**src/rtl/register_bank_pkg.sv**
```systemverilog
// Shared opcode, flag and width definitions for the register bank.
package register_bank_pkg;

  localparam int OP_W = 3;

  typedef enum logic [OP_W-1:0] {
    OP_NOP  = 3'd0,
    OP_LOAD = 3'd1,
    OP_XFER = 3'd2,
    OP_INC  = 3'd3,
    OP_DEC  = 3'd4,
    OP_CLR  = 3'd5,
    OP_SHL  = 3'd6,
    OP_SHR  = 3'd7
  } op_e;

  typedef struct packed {
    logic n;
    logic z;
    logic c;
  } flags_t;

endpackage

```
**src/rtl/register_bank_alu.sv**
```systemverilog
// Combinational datapath: computes the new register value and shift carry.
module register_bank_alu
  import register_bank_pkg::*;
#(
  parameter int WIDTH = 8
) (
  input  op_e              op,
  input  logic [WIDTH-1:0] operand,
  input  logic [WIDTH-1:0] IN_D,
  output logic [WIDTH-1:0] result,
  output logic             carry
);

  always_comb begin
    result = operand;
    carry  = 1'b0;
    case (op)
      OP_LOAD: result = IN_D;
      OP_XFER: result = operand;
      OP_INC:  result = operand + WIDTH'(1);
      OP_DEC:  result = operand - WIDTH'(1);
      OP_CLR:  result = '0;
      OP_SHL: begin
        result = {operand[WIDTH-2:0], 1'b0};
        carry  = operand[WIDTH-1];
      end
      OP_SHR: begin
        result = {1'b0, operand[WIDTH-1:1]};
        carry  = operand[0];
      end
      default: result = operand;
    endcase
  end

endmodule

```
**src/rtl/register_bank.sv**
```systemverilog
// Small register bank executing one op per accepted command.
// REGISTER_BANK_FLAGS_EN builds the N/Z/C status flags; otherwise they read 0.
module register_bank
  import register_bank_pkg::*;
#(
  parameter int WIDTH    = 8,
  parameter int NUM_REGS = 3,
  parameter int IDX_W    = $clog2(NUM_REGS)
) (
  input  logic                      FSM_Signal,
  input  logic                      reset_R,
  input  logic                      op_valid,
  output logic                      op_ready,
  input  logic [OP_W-1:0]           op,
  input  logic [IDX_W-1:0]          dst_sel,
  input  logic [IDX_W-1:0]          src_sel,
  input  logic [WIDTH-1:0]          IN_D,
  output logic [NUM_REGS*WIDTH-1:0] OUT_REGS,
  output logic [WIDTH-1:0]          OUT_SEL,
  output logic                      done,
  output logic                      err,
  output logic                      flag_N,
  output logic                      flag_Z,
  output logic                      flag_C
);

  logic [NUM_REGS-1:0][WIDTH-1:0] regs;
  op_e              opc;
  logic             dst_ok, src_ok, accept, reject, exec;
  logic [WIDTH-1:0] operand, result;
  logic             carry;

  assign opc    = op_e'(op);
  assign dst_ok = int'(dst_sel) < NUM_REGS;
  assign src_ok = int'(src_sel) < NUM_REGS;
  assign accept = op_valid && op_ready;
  assign reject = accept && (!dst_ok || (opc == OP_XFER && !src_ok));
  assign exec   = accept && !reject;

  // XFER reads the source register; every other op works on the destination.
  always_comb begin
    operand = '0;
    if (opc == OP_XFER) begin
      if (src_ok) operand = regs[src_sel];
    end else if (dst_ok) begin
      operand = regs[dst_sel];
    end
  end

  assign OUT_SEL  = src_ok ? regs[src_sel] : '0;
  assign OUT_REGS = regs;

  register_bank_alu #(.WIDTH(WIDTH)) u_alu (
    .op      (opc),
    .operand (operand),
    .IN_D    (IN_D),
    .result  (result),
    .carry   (carry)
  );

  always_ff @(posedge FSM_Signal) begin
    if (reset_R) begin
      regs     <= '0;
      done     <= 1'b0;
      err      <= 1'b0;
      op_ready <= 1'b0;
    end else begin
      op_ready <= 1'b1;
      done     <= exec;
      err      <= reject;
      if (exec && opc != OP_NOP) regs[dst_sel] <= result;
    end
  end

`ifdef REGISTER_BANK_FLAGS_EN
  flags_t flags;

  always_ff @(posedge FSM_Signal) begin
    if (reset_R) begin
      flags <= '0;
    end else if (exec && opc != OP_NOP) begin
      flags.n <= result[WIDTH-1];
      flags.z <= (result == '0);
      if (opc == OP_SHL || opc == OP_SHR) flags.c <= carry;
    end
  end

  assign flag_N = flags.n;
  assign flag_Z = flags.z;
  assign flag_C = flags.c;
`else
  logic unused_carry;
  assign unused_carry = carry;
  assign flag_N = 1'b0;
  assign flag_Z = 1'b0;
  assign flag_C = 1'b0;
`endif

endmodule

```
**config.mk**
```make
export PLATFORM = sky130hd
export DESIGN_NAME = register_bank
export DESIGN_NICKNAME = d
export VERILOG_FILES = /design/src/rtl/register_bank_pkg.sv /design/src/rtl/register_bank_alu.sv /design/src/rtl/register_bank.sv
export SDC_FILE = /design/constraint.sdc
export NUM_CORES = 1
export LEC_CHECK = 0
export BUFFER_PORTS_ARGS = -buffer_cell sky130_fd_sc_hd__buf_2
export CORE_AREA = 2 2 56 97
export CTS_CLUSTER_SIZE = 14
export DETAILED_ROUTE_END_ITERATION = 8
export DIE_AREA = 0 0 58 99
export PLACE_DENSITY = 0.71
export SYNTH_ARGS = -nofsm -noshare
export SYNTH_HDL_FRONTEND = slang
export SYNTH_SLANG_ARGS = --single-unit
export TNS_END_PERCENT = 10
```
**constraint.sdc**
```tcl
create_clock -name FSM_Signal -period 6.5 [get_ports FSM_Signal]
set_clock_uncertainty 0.1 [all_clocks]
set_input_delay 1.95 -clock FSM_Signal [delete_from_list [all_inputs] [get_ports FSM_Signal]]
set_output_delay 1.95 -clock FSM_Signal [all_outputs]
set_load 0.05 [all_outputs]
```
* Yosys cells after proc, flatten, opt, wreduce, memory -nomap -nowiden *
Index checks and enable logic that the tools add are counted.
Widths: inputs -> output; s select.

operators by class
  multiplexer cells = 12
  magnitude comparators = 5
  add/subtract/negate cells = 2
  reductions and logical operators = 11
  eq/ne operators = 7

operator list
  operator             number
  $mux 8               6
  $pmux 8 s6           1
  $bmux 8 s2           2
  $bwmux 24            1
  $demux 8 s2          1
  $eq 3x3->1 const B   4
  $add 8x1->8 const B  1
  $sub 8x1->8 const B  1
  $eq 3x2->1 const B   2
  $logic_and 1x1->1    6
  $lt 2x3->1 const B   2
  $lt 2x2->1 const B   2
  $eq 3x1->1 const B   1
  $logic_not 1->1      3
  $reduce_bool 3->1    1
  $ge 2x1->1 const B   1
  $logic_or 1x1->1     1
  $mux 1               1

storage, ports and cells
  register bits = 27
  word-level logic and storage cells = 43
  bits of input ports = 18

* Depth between registers and ports, before layout *
  depth after elaboration = 8
  depth in mapped cells = 13
  depth with buffers taken out = 11

* Cells and area by module *
A second synthesis with hierarchy kept.

unflattened totals
  cell total of the unflattened synthesis = 263
  area, all modules = 2,262.2 µm²

by module, submodules not included
  module             sequential area each (µm²)  cells each  area an instance (µm²)  times used
  register_bank      540.5                       158         1,560.2                 1
  register_bank_alu  0.0                         105         701.9                   1

* Least setup slack after synthesis *
Ideal clock, no wire load.

  path type = input to output
  from = input port src_sel[1]
  to = output port OUT_SEL[1]
  buffers on the path = 1
  stages on the path = 3
  slack = 1.044 ns
  data arrival time = 3.406 ns
  path through = buf_2 > mux2i_1 > o21ai_0

between the ends
  cells in the longest elaborated chain, start to end = 3
  elaborated cells on any way between the ends = 4
  those cells by class = order compare (1); mux (3)

ends and longest elaborated chain
  what                          RTL line             RTL
  start, declared               register_bank.sv:16  input logic [IDX_W-1:0] src_sel,
  $bmux 8 s2                    register_bank.sv:50  assign OUT_SEL = src_ok ? regs[src_sel] : '0;
  $mux 8 (not written as such)  register_bank.sv:50
  $mux 8 *                      register_bank.sv:50
  end, declared                 register_bank.sv:19  output logic [WIDTH-1:0] OUT_SEL,

Every way passes the cells marked *; elsewhere a longest branch is shown, timed or not. The select of a mux whose other input is x is not followed.

* Worst setup path in the final report *
  from = input port src_sel[0]
  to = output port OUT_SEL[6]

The elaborated chain is that of the path after synthesis.

==> key figures <==
Status
  – Status: complete, no violations

GRT
  – Pin count of the biggest net entering global routing: 20
  – Total global-route track usage: 22.95%
  – GRT overflow: 0
  – Initial antenna violation count: 0
  – First-pass GRT wire length: 10390 um
  – Number of global-route vias before repair: 2082

Logic synthesis
  – Synth unique cells: 60
  – Syn. warnings: 0
  – Async set-reset flop share out of synthesis: 0%
  – Post-synth top flop: dfxtp_1
  – Syn avg cell area: 8.424 sq um
  – Post-synth design cell area: 2173 sq um
  – Number of synthesized flops with an enable pin: 0
  – Post-synthesis cell count: 258
  – Post-synthesis register bit count: 27
  – Sequential-to-total area share from yosys stat: 24.87%

Clock network
  – Cts bufs inserted: 3
  – Clk slew on worst S/H paths: 0.09 ns
  – Post-CTS setup buffers: 0
  – Cts hold-fix bufs: 0
  – Clock Latency Late Sink: 0.27 ns
  – Post-CTS resize count: 0
  – # clock sinks: 27
  – CTS Buffer Depth: 2
  – CTS tree: built
  – Clock root buffer: clkbuf_8
  – H-tree depth: 1

Floorplanning
  – I/O pins: 56
  – Core ar.: 4935 sq um
  – Die area: 5742 sq um
  – Die Width: 58 um
  – Die Height: 99 um
  – Rows: 34
  – Initial Util: 44.04%

Critical path
  – Crit-path cells: buf_2 -> nor2b_1 -> o2bb2ai_1 -> buf_2
  – WP buf/inv: 2
  – Crit-path leading delay family: buffers and inverters
  – WS Path Type: in -> out
  – Startpoint types: input pin
  – Most common cell type on the critical path: buf_2
  – Worst path arrival time: 3.34 ns
  – Crit Path Max Fanout: 13
  – CP peak stage delay: 0.56 ns
  – Worst Path Required: 4.45 ns
  – Worst Setup End Kind: primary output
  – Slowest-stage cell, CP: nor2b_1

Route
  – DR vias: 2166
  – DR vias/cell: 6.189
  – ANT nets after route: 0
  – Final wirelength: 6276 um
  – Drt pass-1 iters: 4
  – DR WL/cell: 17.93 um
  – Post-route DRC: 0
  – Iter 0 DRT Violations: 59

Power
  – Worst vdd ir: 0.1197 mV
  – Lkg Pwr: 0.001056 uW
  – Power per cell area: 151.2 nW/um^2

Min path
  – HP Class: reg -> reg

Finish
  – Layout area overhead: 12.78%
  – Fin nets: 322
  – N_diodes: 0
  – Share of post-route cells with drive strength above 1: 25.68%

STA
  – Fin crit share: 82.94%
  – Final hold violation count: 0
  – Worst Tran Pin Value: 0.9905 ns
  – Fin crit period: 5.391 ns
  – Setup violation total in the final timing report: 0
  – Achievable Freq: 0.1855 GHz
  – Hold Slack: 0.3976 ns
  – RSZ-0062 raised after global routing: false
  – Setup TNS: 0 ns
  – Final slew viol count: 0
  – Rel. slew slack: 33.61%

Placement
  – PortBufs: 52
  – DP HPWL: 4920 um
  – Gpl congestion: 0.9011

Run
  – Max_cap viols: 0
registers in the layout (all words and copies together), names as in the netlist:
name and flops:
op_ready 1, OUT_REGS 24, done 1, err 1
stage by stage:
step / total power, uW / utilization [%] / cells / worst slack, ns / area (sq um)
5_1_grt: 387.1 / 49.67 / 350 / 0.9726 / 2451
4_1_cts: 368.8 / 49.67 / 350 / 1.141 / 2451
6_report: 370.6 / 49.67 / 350 / 1.109 / 2451
3_5_place_dp: 276.9 / 48.76 / 346 / 1.068 / 2406
3_3_place_gp: 276.4 / 48.76 / 346 / 1.134 / 2406
2_1_floorplan: 255.2 / - / 260 / 1.044 / 2181
layout make-up:
type                            instances  area [sq um]
Sequential cell                        27         540.5
Inverter                                6         22.52
Multi-Input combinational cell        206          1508
Fill cell                             510          2484
Timing Repair Buffer                   53         267.8
Clock buffer                            4         45.04
Tap cell                               54         67.56
path summary, 6_finish.rpt:
kind,slack [ns],startpoint,to,cells past startpoint
worst max-delay path,1.11,src_sel[0],OUT_SEL[6],4
worst min register to register,0.40,OUT_REGS[1]$_SDFFE_PP0P_,OUT_REGS[1]$_SDFFE_PP0P_,2
worst min-delay path,0.40,OUT_REGS[1]$_SDFFE_PP0P_,OUT_REGS[1]$_SDFFE_PP0P_,2
worst max register to register,3.44,OUT_REGS[0]$_SDFFE_PP0P_,OUT_REGS[20]$_SDFFE_PP0P_,10
cells in the final DEF, fill, tap and decap left out, drive strengths merged, types with 4 or more instances in the layout:
master / instances
mux2: 7
nand3: 13
clkbuf: 4
o21ai: 17
a21o: 5
nor2: 14
nand2: 19
ha: 6
a22oi: 6
buf: 53
mux2i: 25
inv: 5
o221ai: 4
a211oi: 9
a21oi: 13
dfxtp: 27
nor3: 5
o2bb2ai: 12
a41oi: 4
cell usage after synthesis (3+ instances only):
| master | n | area [sq um] |
|---|---|---|
| a21o_1 | 5 | 37.54 |
| nand2_1 | 19 | 71.32 |
| a211oi_1 | 8 | 60.06 |
| a21oi_1 | 12 | 60.06 |
| clkbuf_1 | 7 | 26.28 |
| mux2_2 | 6 | 67.56 |
| dfxtp_1 | 27 | 540.5 |
| nor3_1 | 3 | 15.01 |
| buf_4 | 4 | 30.03 |
| and2_1 | 3 | 18.77 |
| ha_1 | 6 | 75.07 |
| o2bb2ai_1 | 12 | 105.1 |
| a22oi_1 | 6 | 45.04 |
| o21ai_0 | 15 | 75.07 |
| buf_2 | 7 | 35.03 |
| a41oi_1 | 3 | 26.28 |
| nand3_1 | 13 | 65.06 |
| nor2_1 | 14 | 52.55 |
| xnor2_1 | 3 | 26.28 |
| o221ai_1 | 3 | 26.28 |
| mux2i_1 | 24 | 240.2 |
| inv_1 | 5 | 18.77 |
| nor2b_1 | 3 | 18.77 |
power by group:
| part | internal (uW) | leakage [uW] | switching (uW) |
|---|---|---|---|
| logic | 30.6 | 0.000815 | 70.6 |
| clock network | 44.0 | 0.0000228 | 52.3 |
| registers | 170 | 0.000219 | 3.64 |
| total | 244 | 0.00106 | 127 |
worst reg2reg max path, stage by stage, from the launching register on:
cell and delay, ns:
dfxtp_1 0.36, mux2_4 0.29, a211o_4 0.38, and2_1 0.16, fa_1 0.42, a211oi_1 0.32
nor2_1 0.10, or3_1 0.34, a21boi_0 0.16, o221ai_1 0.17, o21ai_0 0.19
cell families (layout without fill, tap and decap cells):
logic type	count (synthesis)	count (layout)	share of synthesized area (%)
simple gates	74	74	18.02
xor+xnor	3	3	1.209
mux	32	32	15.49
compound gates	87	87	29.76
fa+ha+maj	7	7	4.375
flops	27	27	24.87
other cells	1	3	0.1725
buf+inv	27	63	6.103
routing by layer:
metal | GRT usage, % | wire, um | vias to the layer above
met3 | 2.100 | 276 | 18
met4 | 9.839 | 183 | 0
met2 | 41.35 | 3353 | 79
li1 | - | - | 1047
met5 | 0 | 0 | -
met1 | 26.65 | 2462 | 1022
Power figures use the tool's default switching activity.
